==> src/rtl/seg_scan_ctrl_pkg.sv <==
// Shared segment constants and polarity helper for the seg_scan_ctrl slice.
// Package seg_pkg: active-high GFEDCBA hex table, off pattern, slot phase enum.
package seg_pkg;

  typedef enum logic [0:0] {
    SLOT_BLANK = 1'b0,
    SLOT_SHOW  = 1'b1
  } slot_e;

  localparam logic [6:0] SEG_OFF = 7'h00;

  localparam logic [6:0] SEG_HEX [16] = '{
    7'h3F, 7'h06, 7'h5B, 7'h4F, 7'h66, 7'h6D, 7'h7D, 7'h07,
    7'h7F, 7'h6F, 7'h77, 7'h7C, 7'h39, 7'h5E, 7'h79, 7'h71
  };

  function automatic logic [6:0] seg_polarity(input logic [6:0] pattern, input logic com_anode);
    return com_anode ? ~pattern : pattern;
  endfunction

endpackage

==> src/rtl/seg_hex_decode.sv <==
// Combinational hex nibble to seven-segment pattern, with panel polarity applied.
module seg_hex_decode
  import seg_pkg::*;
#(
  parameter bit COM_ANODE = 1'b1
) (
  input  logic [3:0] nibble,
  output logic [6:0] pattern
);

  assign pattern = seg_polarity(SEG_HEX[nibble], COM_ANODE);

endmodule

==> src/rtl/seg_scan_ctrl.sv <==
// Time-multiplexed N-digit seven-segment scanner with per-frame input snapshot.
// Optional build macro LEADING_ZERO_BLANK_EN suppresses leading zero digits.
module seg_scan_ctrl
  import seg_pkg::*;
#(
  parameter int DIGITS      = 4,
  parameter int SCAN_DIV    = 50000,
  parameter int BLANK_CYC   = 16,
  parameter bit COM_ANODE   = 1'b1,
  parameter bit DIG_ACT_LOW = 1'b1
) (
  input  logic                  clk,
  input  logic                  rst_n,
  input  logic                  en,
  input  logic [4*DIGITS-1:0]   value,
  input  logic [DIGITS-1:0]     dp_in,
  input  logic [DIGITS-1:0]     blank_mask,
  output logic [6:0]            seg,
  output logic                  dp,
  output logic [DIGITS-1:0]     dig_sel,
  output logic                  frame_start
);

  localparam int PW = (SCAN_DIV > 1) ? $clog2(SCAN_DIV) : 1;
  localparam int IW = (DIGITS > 1) ? $clog2(DIGITS) : 1;
  localparam logic [PW-1:0]     PRESC_LAST = PW'(SCAN_DIV - 1);
  localparam logic [IW-1:0]     IDX_LAST   = IW'(DIGITS - 1);
  localparam logic [6:0]        SEG_IDLE   = seg_polarity(SEG_OFF, COM_ANODE);
  localparam logic              DP_IDLE    = COM_ANODE;
  localparam logic [DIGITS-1:0] DIG_IDLE   = {DIGITS{DIG_ACT_LOW}};

  logic [PW-1:0]       presc_r;
  logic [IW-1:0]       idx_r;
  logic                first_r;
  logic [4*DIGITS-1:0] shadow_value_r;
  logic [DIGITS-1:0]   shadow_dp_r;
  logic [DIGITS-1:0]   shadow_mask_r;
  logic [6:0]          seg_r;
  logic                dp_r;
  logic [DIGITS-1:0]   dig_sel_r;
  logic                frame_start_r;

  logic                wrap_s;
  logic                frame_wrap_s;
  logic                snap_s;
  logic                show_s;
  slot_e               slot_s;
  logic [3:0]          nibble_s;
  logic [6:0]          dec_s;
  logic [DIGITS-1:0]   onehot_s;
  logic [DIGITS-1:0]   mask_next_s;

  assign wrap_s       = (presc_r == PRESC_LAST);
  assign frame_wrap_s = wrap_s && (idx_r == IDX_LAST);
  // first_r covers the very first enabled tick, when the shadows still hold reset zeros
  assign snap_s       = en && (first_r || frame_wrap_s);

  generate
    if (BLANK_CYC == 0) begin : g_no_blank
      assign slot_s = SLOT_SHOW;
    end else begin : g_blank
      assign slot_s = (presc_r < PW'(BLANK_CYC)) ? SLOT_BLANK : SLOT_SHOW;
    end
  endgenerate

  assign nibble_s = shadow_value_r[{idx_r, 2'b00} +: 4];
  assign onehot_s = DIGITS'(1'b1) << idx_r;
  assign show_s   = en && !first_r && (slot_s == SLOT_SHOW) && !shadow_mask_r[idx_r];

  seg_hex_decode #(
    .COM_ANODE (COM_ANODE)
  ) u_dec (
    .nibble  (nibble_s),
    .pattern (dec_s)
  );

`ifdef LEADING_ZERO_BLANK_EN
  logic [DIGITS-1:0] lz_s;
  logic              lz_run_s;

  // Mark zero digits that sit above the most significant non-zero digit.
  always_comb begin
    lz_s     = '0;
    lz_run_s = 1'b1;
    for (int i = DIGITS - 1; i >= 1; i--) begin
      lz_run_s = lz_run_s && (value[4*i +: 4] == 4'h0);
      lz_s[i]  = lz_run_s && !dp_in[i];
    end
  end

  assign mask_next_s = blank_mask | lz_s;
`else
  assign mask_next_s = blank_mask;
`endif

  // Scan position counters and once-per-frame input snapshot.
  always_ff @(posedge clk or negedge rst_n) begin
    if (!rst_n) begin
      presc_r        <= '0;
      idx_r          <= '0;
      first_r        <= 1'b1;
      shadow_value_r <= '0;
      shadow_dp_r    <= '0;
      shadow_mask_r  <= '0;
    end else if (en) begin
      presc_r <= wrap_s ? '0 : presc_r + 1'b1;
      if (wrap_s) begin
        idx_r <= (idx_r == IDX_LAST) ? '0 : idx_r + 1'b1;
      end
      first_r <= 1'b0;
      if (snap_s) begin
        shadow_value_r <= value;
        shadow_dp_r    <= dp_in;
        shadow_mask_r  <= mask_next_s;
      end
    end
  end

  // Registered pin drivers: every output switches together on one edge.
  always_ff @(posedge clk or negedge rst_n) begin
    if (!rst_n) begin
      seg_r         <= SEG_IDLE;
      dp_r          <= DP_IDLE;
      dig_sel_r     <= DIG_IDLE;
      frame_start_r <= 1'b0;
    end else begin
      frame_start_r <= snap_s;
      seg_r         <= show_s ? dec_s : SEG_IDLE;
      dp_r          <= show_s ? (shadow_dp_r[idx_r] ^ COM_ANODE) : DP_IDLE;
      dig_sel_r     <= show_s ? (onehot_s ^ DIG_IDLE) : DIG_IDLE;
    end
  end

  assign seg         = seg_r;
  assign dp          = dp_r;
  assign dig_sel     = dig_sel_r;
  assign frame_start = frame_start_r;

endmodule
==> config.mk <==
export PLATFORM = sky130hd
export DESIGN_NAME = seg_scan_ctrl
export DESIGN_NICKNAME = d
export VERILOG_FILES = /design/src/rtl/seg_scan_ctrl_pkg.sv /design/src/rtl/seg_hex_decode.sv /design/src/rtl/seg_scan_ctrl.sv
export SDC_FILE = /design/constraint.sdc
export NUM_CORES = 1
export LEC_CHECK = 0
export CAP_MARGIN = 20
export CORE_MARGIN = 2
export CORE_UTILIZATION = 55
export DETAILED_ROUTE_END_ITERATION = 16
export PLACE_DENSITY = 0.78
export SETUP_SLACK_MARGIN = 0.1
export SYNTH_ARGS = -nofsm -noshare
export SYNTH_HDL_FRONTEND = slang
export SYNTH_HIERARCHICAL = 1
export SYNTH_SLANG_ARGS = --single-unit
==> constraint.sdc <==
create_clock -name clk -period 5.8 [get_ports clk]
set_input_delay 0.87 -clock clk [delete_from_list [all_inputs] [get_ports clk]]
set_output_delay 0.87 -clock clk [all_outputs]
set_load 0.02 [all_outputs]
; Word-level counts from Yosys, hierarchy flattened
; Memories as Yosys holds them, arrays and structs flattened.
; Index checks and enable logic that the tools add are counted.
[op_classes]
eq_ne = 2
shift = 2
reduce_logical = 10
order_cmp = 3
bitwise = 4
muxes = 12
addsub = 2
[op_table]
columns = cell, count
row1 = 7-bit 2-to-1 mux, 3
row2 = "16-bit by 1-bit adder with 16-bit output, second input constant", 1
row3 = "16-bit == test, second input constant", 1
row4 = "16-bit by 5-bit < comparator with 1-bit output, second input constant", 1
row5 = 16-bit 2-to-1 mux, 1
row6 = 16-bit by 5-bit variable part select with 4-bit output, 1
row7 = 7-bit inverter, 1
row8 = "5-bit >= comparator, second input constant", 1
row9 = 1-bit logical AND, 5
row10 = 4-bit inverter with 5-bit output, 1
row11 = 1-bit binary-select mux with 2-bit select, 2
row12 = 1-bit 2-to-1 mux, 4
row13 = 4-bit 2-to-1 mux, 1
row14 = 4-bit inverter, 1
row15 = 2-bit AND reduction, 2
row16 = "1-bit by 2-bit left shift with 4-bit output, first input constant", 1
row17 = "2-bit by 3-bit < comparator with 1-bit output, second input constant", 1
row18 = "2-bit by 1-bit adder with 2-bit output, second input constant", 1
row19 = "2-bit == test, second input constant", 1
row20 = 1-bit logical NOT, 2
row21 = 2-bit 2-to-1 mux, 1
row22 = 1-bit logical OR, 1
row23 = 1-bit inverter, 1
[word_totals]
rom_bits = 112
output_inout_bits = 13
regBits = 56
input_bits = 27
elab_cells = 46
memories = 1
[mem_list]
columns = memory, words, width, rd, rd_ports_with_merged_regs, write_ports, line
row1 = (name not given), 16, 7, 1, 0, 0, seg_hex_decode.sv:11  ; assign pattern = seg_polarity(SEG_HEX[nibble], COM_ANODE);

; Logic depth before layout (Yosys ltp)
[depth]
ltp_word = 7
mapped_depth = 8
depth_no_buf = 7

; Modules after synthesis
; Netlist, hierarchy kept.
[modules_own_cells]
columns = module, cells_each, instances, seq_area_each_um2, area_each_um2
row1 = seg_scan_ctrl, 188, 1, 1417.6, 2542.4
row2 = seg_hex_decode, 31, 1, 0.0, 252.7

; Worst setup path before layout
; No wires, ideal clock.
[synth_path]
path_kind = reg-to-reg
startpoint = register presc_r[10]
endpoint = register shadow_dp_r[3]
slack_ns = 3.315
path_buffers = 2
required_time_ns = 5.675
period_less_slack_ns = 2.485
setup_ns = 0.125
path_stages_with_launch = 7
arrival_time_ns = 2.360
path_cell_list = dfrtp_1 > or4_1 > or4_1 > buf_6 > o21ai_4 > buf_12 > mux2_4
[synth_between]
elab_chain_len = 5
[synth_lines]
columns = element, line
row1 = from (decl), seg_scan_ctrl.sv:32  ; logic [PW-1:0] presc_r;
row2 = from (signal assigned), seg_scan_ctrl.sv:106  ; presc_r <= wrap_s ? '0 : presc_r + 1'b1;
row3 = 16-bit == test, seg_scan_ctrl.sv:53  ; assign wrap_s = (presc_r == PRESC_LAST);
row4 = 1-bit logical AND, seg_scan_ctrl.sv:54  ; assign frame_wrap_s = wrap_s && (idx_r == IDX_LAST);
row5 = 1-bit logical OR, seg_scan_ctrl.sv:56  ; assign snap_s = en && (first_r || frame_wrap_s);
row6 = 1-bit logical AND, seg_scan_ctrl.sv:56
row7 = 2-bit AND reduction (no source line), -
row8 = to (signal assigned), seg_scan_ctrl.sv:113  ; shadow_dp_r <= dp_in;
row9 = to (decl), seg_scan_ctrl.sv:36  ; logic [DIGITS-1:0] shadow_dp_r;
; No other way between the ends.
; A chain may end at the register's enable or synchronous reset.

; Worst setup path after layout
[layout_path]
startpoint = register presc_r[10]
endpoint = register shadow_dp_r[0]
; The elaborated chain is that of the path after synthesis.

==> key figures <==
Layout
  – Area Growth Syn to Fin: 18.4%
  – Final Non-Filler Cells: 325
  – Diode count: 0
  – Final Util: 0.687
  – Share of layout cells above drive strength 1: 0.225
  – Fin nets: 295

Clock network
  – Bufs on Longest Clock Path: 2
  – CTS tree: done
  – H-Tree Depth: 2
  – Worst-Skew Late Latency: 0.31 ns
  – Clock Pin Slew Worst Setup and Hold Paths: 0.10 ns
  – Sink Count: 56
  – CTS resizes: 0
  – CTS root buffer: clkbuf_8
  – Post-CTS Setup Bufs: 0
  – Cts hold-fix bufs: 0
  – TritonCTS Buffers: 5

Timing
  – # setup viols final: 0
  – Worst clock skew: 0.00785 ns
  – F_max: 323 MHz
  – Measured slew at the worst slew-check pin: 0.993 ns
  – Setup TNS: 0 ns
  – RSZ-0062 raised after global routing: false
  – Tcrit/Tclk final: 0.533
  – Fin Hold WS: 0.513 ns
  – Minimum clock period: 3.09 ns
  – Fin. Hold Viols: 0
  – Max-slew headroom: 0.335
  – Max-slew violation count: 0

Worst setup path
  – Critical path data required time: 6.00 ns
  – Crit end category: register
  – Arrival @ worst endpoint: 3.30 ns
  – Crit start category: register
  – CP Class: reg2reg
  – Worst Path Max Fanout: 25

Power and ir drop
  – Pwr/cell area: 238 nW/µm²
  – Leakage: 1.44 nW
  – Max VDD drop: 0.149 mV

Synth
  – Synthesized Nets: 257
  – Synth Area in Simple Gates: 0.134
  – Mapped cell area: 2800 µm²
  – Yosys warnings: 6
  – Top-count cell post-synth: dfrtp_1
  – Post-synthesis xor/xnor area fraction: 0.0345
  – EDFF count, synth: 0
  – Yosys reg bits: 56
  – Post-Synth Adder-Cell Area: 0.0492
  – Synth Area in Compound Gates: 0.0376
  – Cell taking the most area after synthesis: dfrtp_1
  – Yosys cell types: 40
  – Yosys top cell area share: 0.385
  – Post-synth ARST share: 1.00
  – Main synth FF type: dfrtp_1
  – Mux contribution to synthesized area: 0.195
  – Mapped Cells: 219
  – Main combinational cell family by area after synthesis: multiplexers
  – Synth top cells by count: dfrtp_1, nand2_1, mux2_4
  – Mean Syn Cell Area: 12.8 µm²
  – Sequential area share after synthesis: 0.507
  – Dominant cells by area after synthesis: dfrtp_1, dfstp_2, mux2_4, ha_1, mux4_2

Routing
  – DR WL/cell: 13.8 µm
  – Vias per cell: 5.34
  – DRT Pass-1 Iters: 4
  – Total wire length: 4.49 mm
  – DRC Markers: 0
  – Via Count: 1,737
  – Initial DRC count: 72
  – Antenna-violating nets left: 0

Min path
  – Worst Hold Class: reg2reg

Placed design
  – Post-Place Cells: 316
  – Dpl hpwl: 3.24 mm
  – GPL Wtd Cong: 0.867
  – Buffers on Ports: 39

Global route
  – Vias in the first global route: 1,638
  – GRT Total Usage: 0.185
  – Total gr overflow: 0
  – First-pass GRT wire length: 7.76 mm
  – Largest net degree at the start of global routing: 57
  – Initial antenna violation count: 0

Run
  – Max Cap Viol: 0

Floorplan
  – Die Y: 75.3 µm
  – Chip width: 75.3 µm
  – Starting Density: 0.580
  – Io pins: 40
  – Site row count: 25
  – Core Region: 4820 µm²
  – Die Area: 5670 µm²

Outcome
  – Status: finished clean
-- metal layers --
layer | vias up | global-route usage | routed length, µm
met5 | - | 0 | 0
met4 | 0 | 0.0643 | 83
met3 | 9 | 0.0463 | 212
met2 | 52 | 0.295 | 2140
met1 | 831 | 0.252 | 2060
li1 | 845 | - | -
-- cells in the final DEF, fill, tap and decap left out, types with 3 or more instances in the layout --
cell type	n
dfrtp_1	43
clkdlybuf4s50_1	38
nand2_1	21
mux2_4	19
nor2_1	13
dfstp_2	13
ha_1	11
nand2b_1	10
inv_1	9
xnor2_1	9
nand4_1	7
mux4_2	6
mux2_2	6
clkbuf_8	5
or4_1	4
nand3_1	4
nor4_1	3
o21ai_0	3
mux2i_1	3
nor2b_1	3
-- registers in the layout (all words and copies together) (netlist names) --
| register | count |
|---|---|
| dig_sel | 4 |
| presc_r | 16 |
| shadow_dp_r | 4 |
| shadow_mask_r | 4 |
| first_r | 1 |
| seg | 7 |
| shadow_value_r | 16 |
| frame_start | 1 |
| idx_r | 2 |
| dp | 1 |
-- worst max-delay path: stages (launching register included) --
cell and delay (ns):
dfrtp_1 0.45, or4_1 0.55, or4_1 0.71, o21ai_4 0.85, mux2_2 0.42
-- area by class of cell --
cell class	count	area, µm²
multi-input combinational	144	1260
inverter	9	33.8
sequential	56	1420
tap	67	83.8
fill	370	1510
clock buffer	5	68.8
clock inverter	3	42.5
timing repair buffer	41	400
-- stage by stage --
stage | power [mW] | setup WS, ns | cell area (µm²)
2_1_floorplan | 0.498 | 3.32 | 2800
4_1_cts | 0.794 | 2.70 | 3300
6_report | 0.787 | 2.71 | 3310
3_5_place_dp | 0.542 | 2.61 | 3190
3_3_place_gp | 0.541 | 2.65 | 3190
5_1_grt | 0.824 | 2.61 | 3310
-- power by group --
part | switching, mW | total, mW | internal, mW
clock network | 0.123 | 0.251 | 0.128
logic | 0.0428 | 0.0872 | 0.0444
registers | 0.0306 | 0.448 | 0.418
total | 0.197 | 0.787 | 0.590
-- worst paths after layout --
check,to,slack [ns],depth (start not counted),start
max reg2reg,shadow_dp_r[0],2.71,4,presc_r[10]
min reg2reg,shadow_mask_r[3],0.51,1,shadow_mask_r[3]
min in group asynchronous,shadow_value_r[8],0.67,2,rst_n
min,shadow_mask_r[3],0.51,1,shadow_mask_r[3]
max,shadow_dp_r[0],2.71,4,presc_r[10]
max in group asynchronous,presc_r[11],4.69,2,rst_n
-- cell families after synthesis --
| kind of cell | count (synthesis) |
|---|---|
| adder cells (fa/ha/maj) | 11 |
| AND/OR/NAND/NOR | 73 |
| AO/OA/AOI/OAI | 14 |
| buffers and inverters | 19 |
| multiplexers | 35 |
| flip-flops | 56 |
| XOR/XNOR | 11 |
No activity file was read; power rests on OpenSTA's default activity.
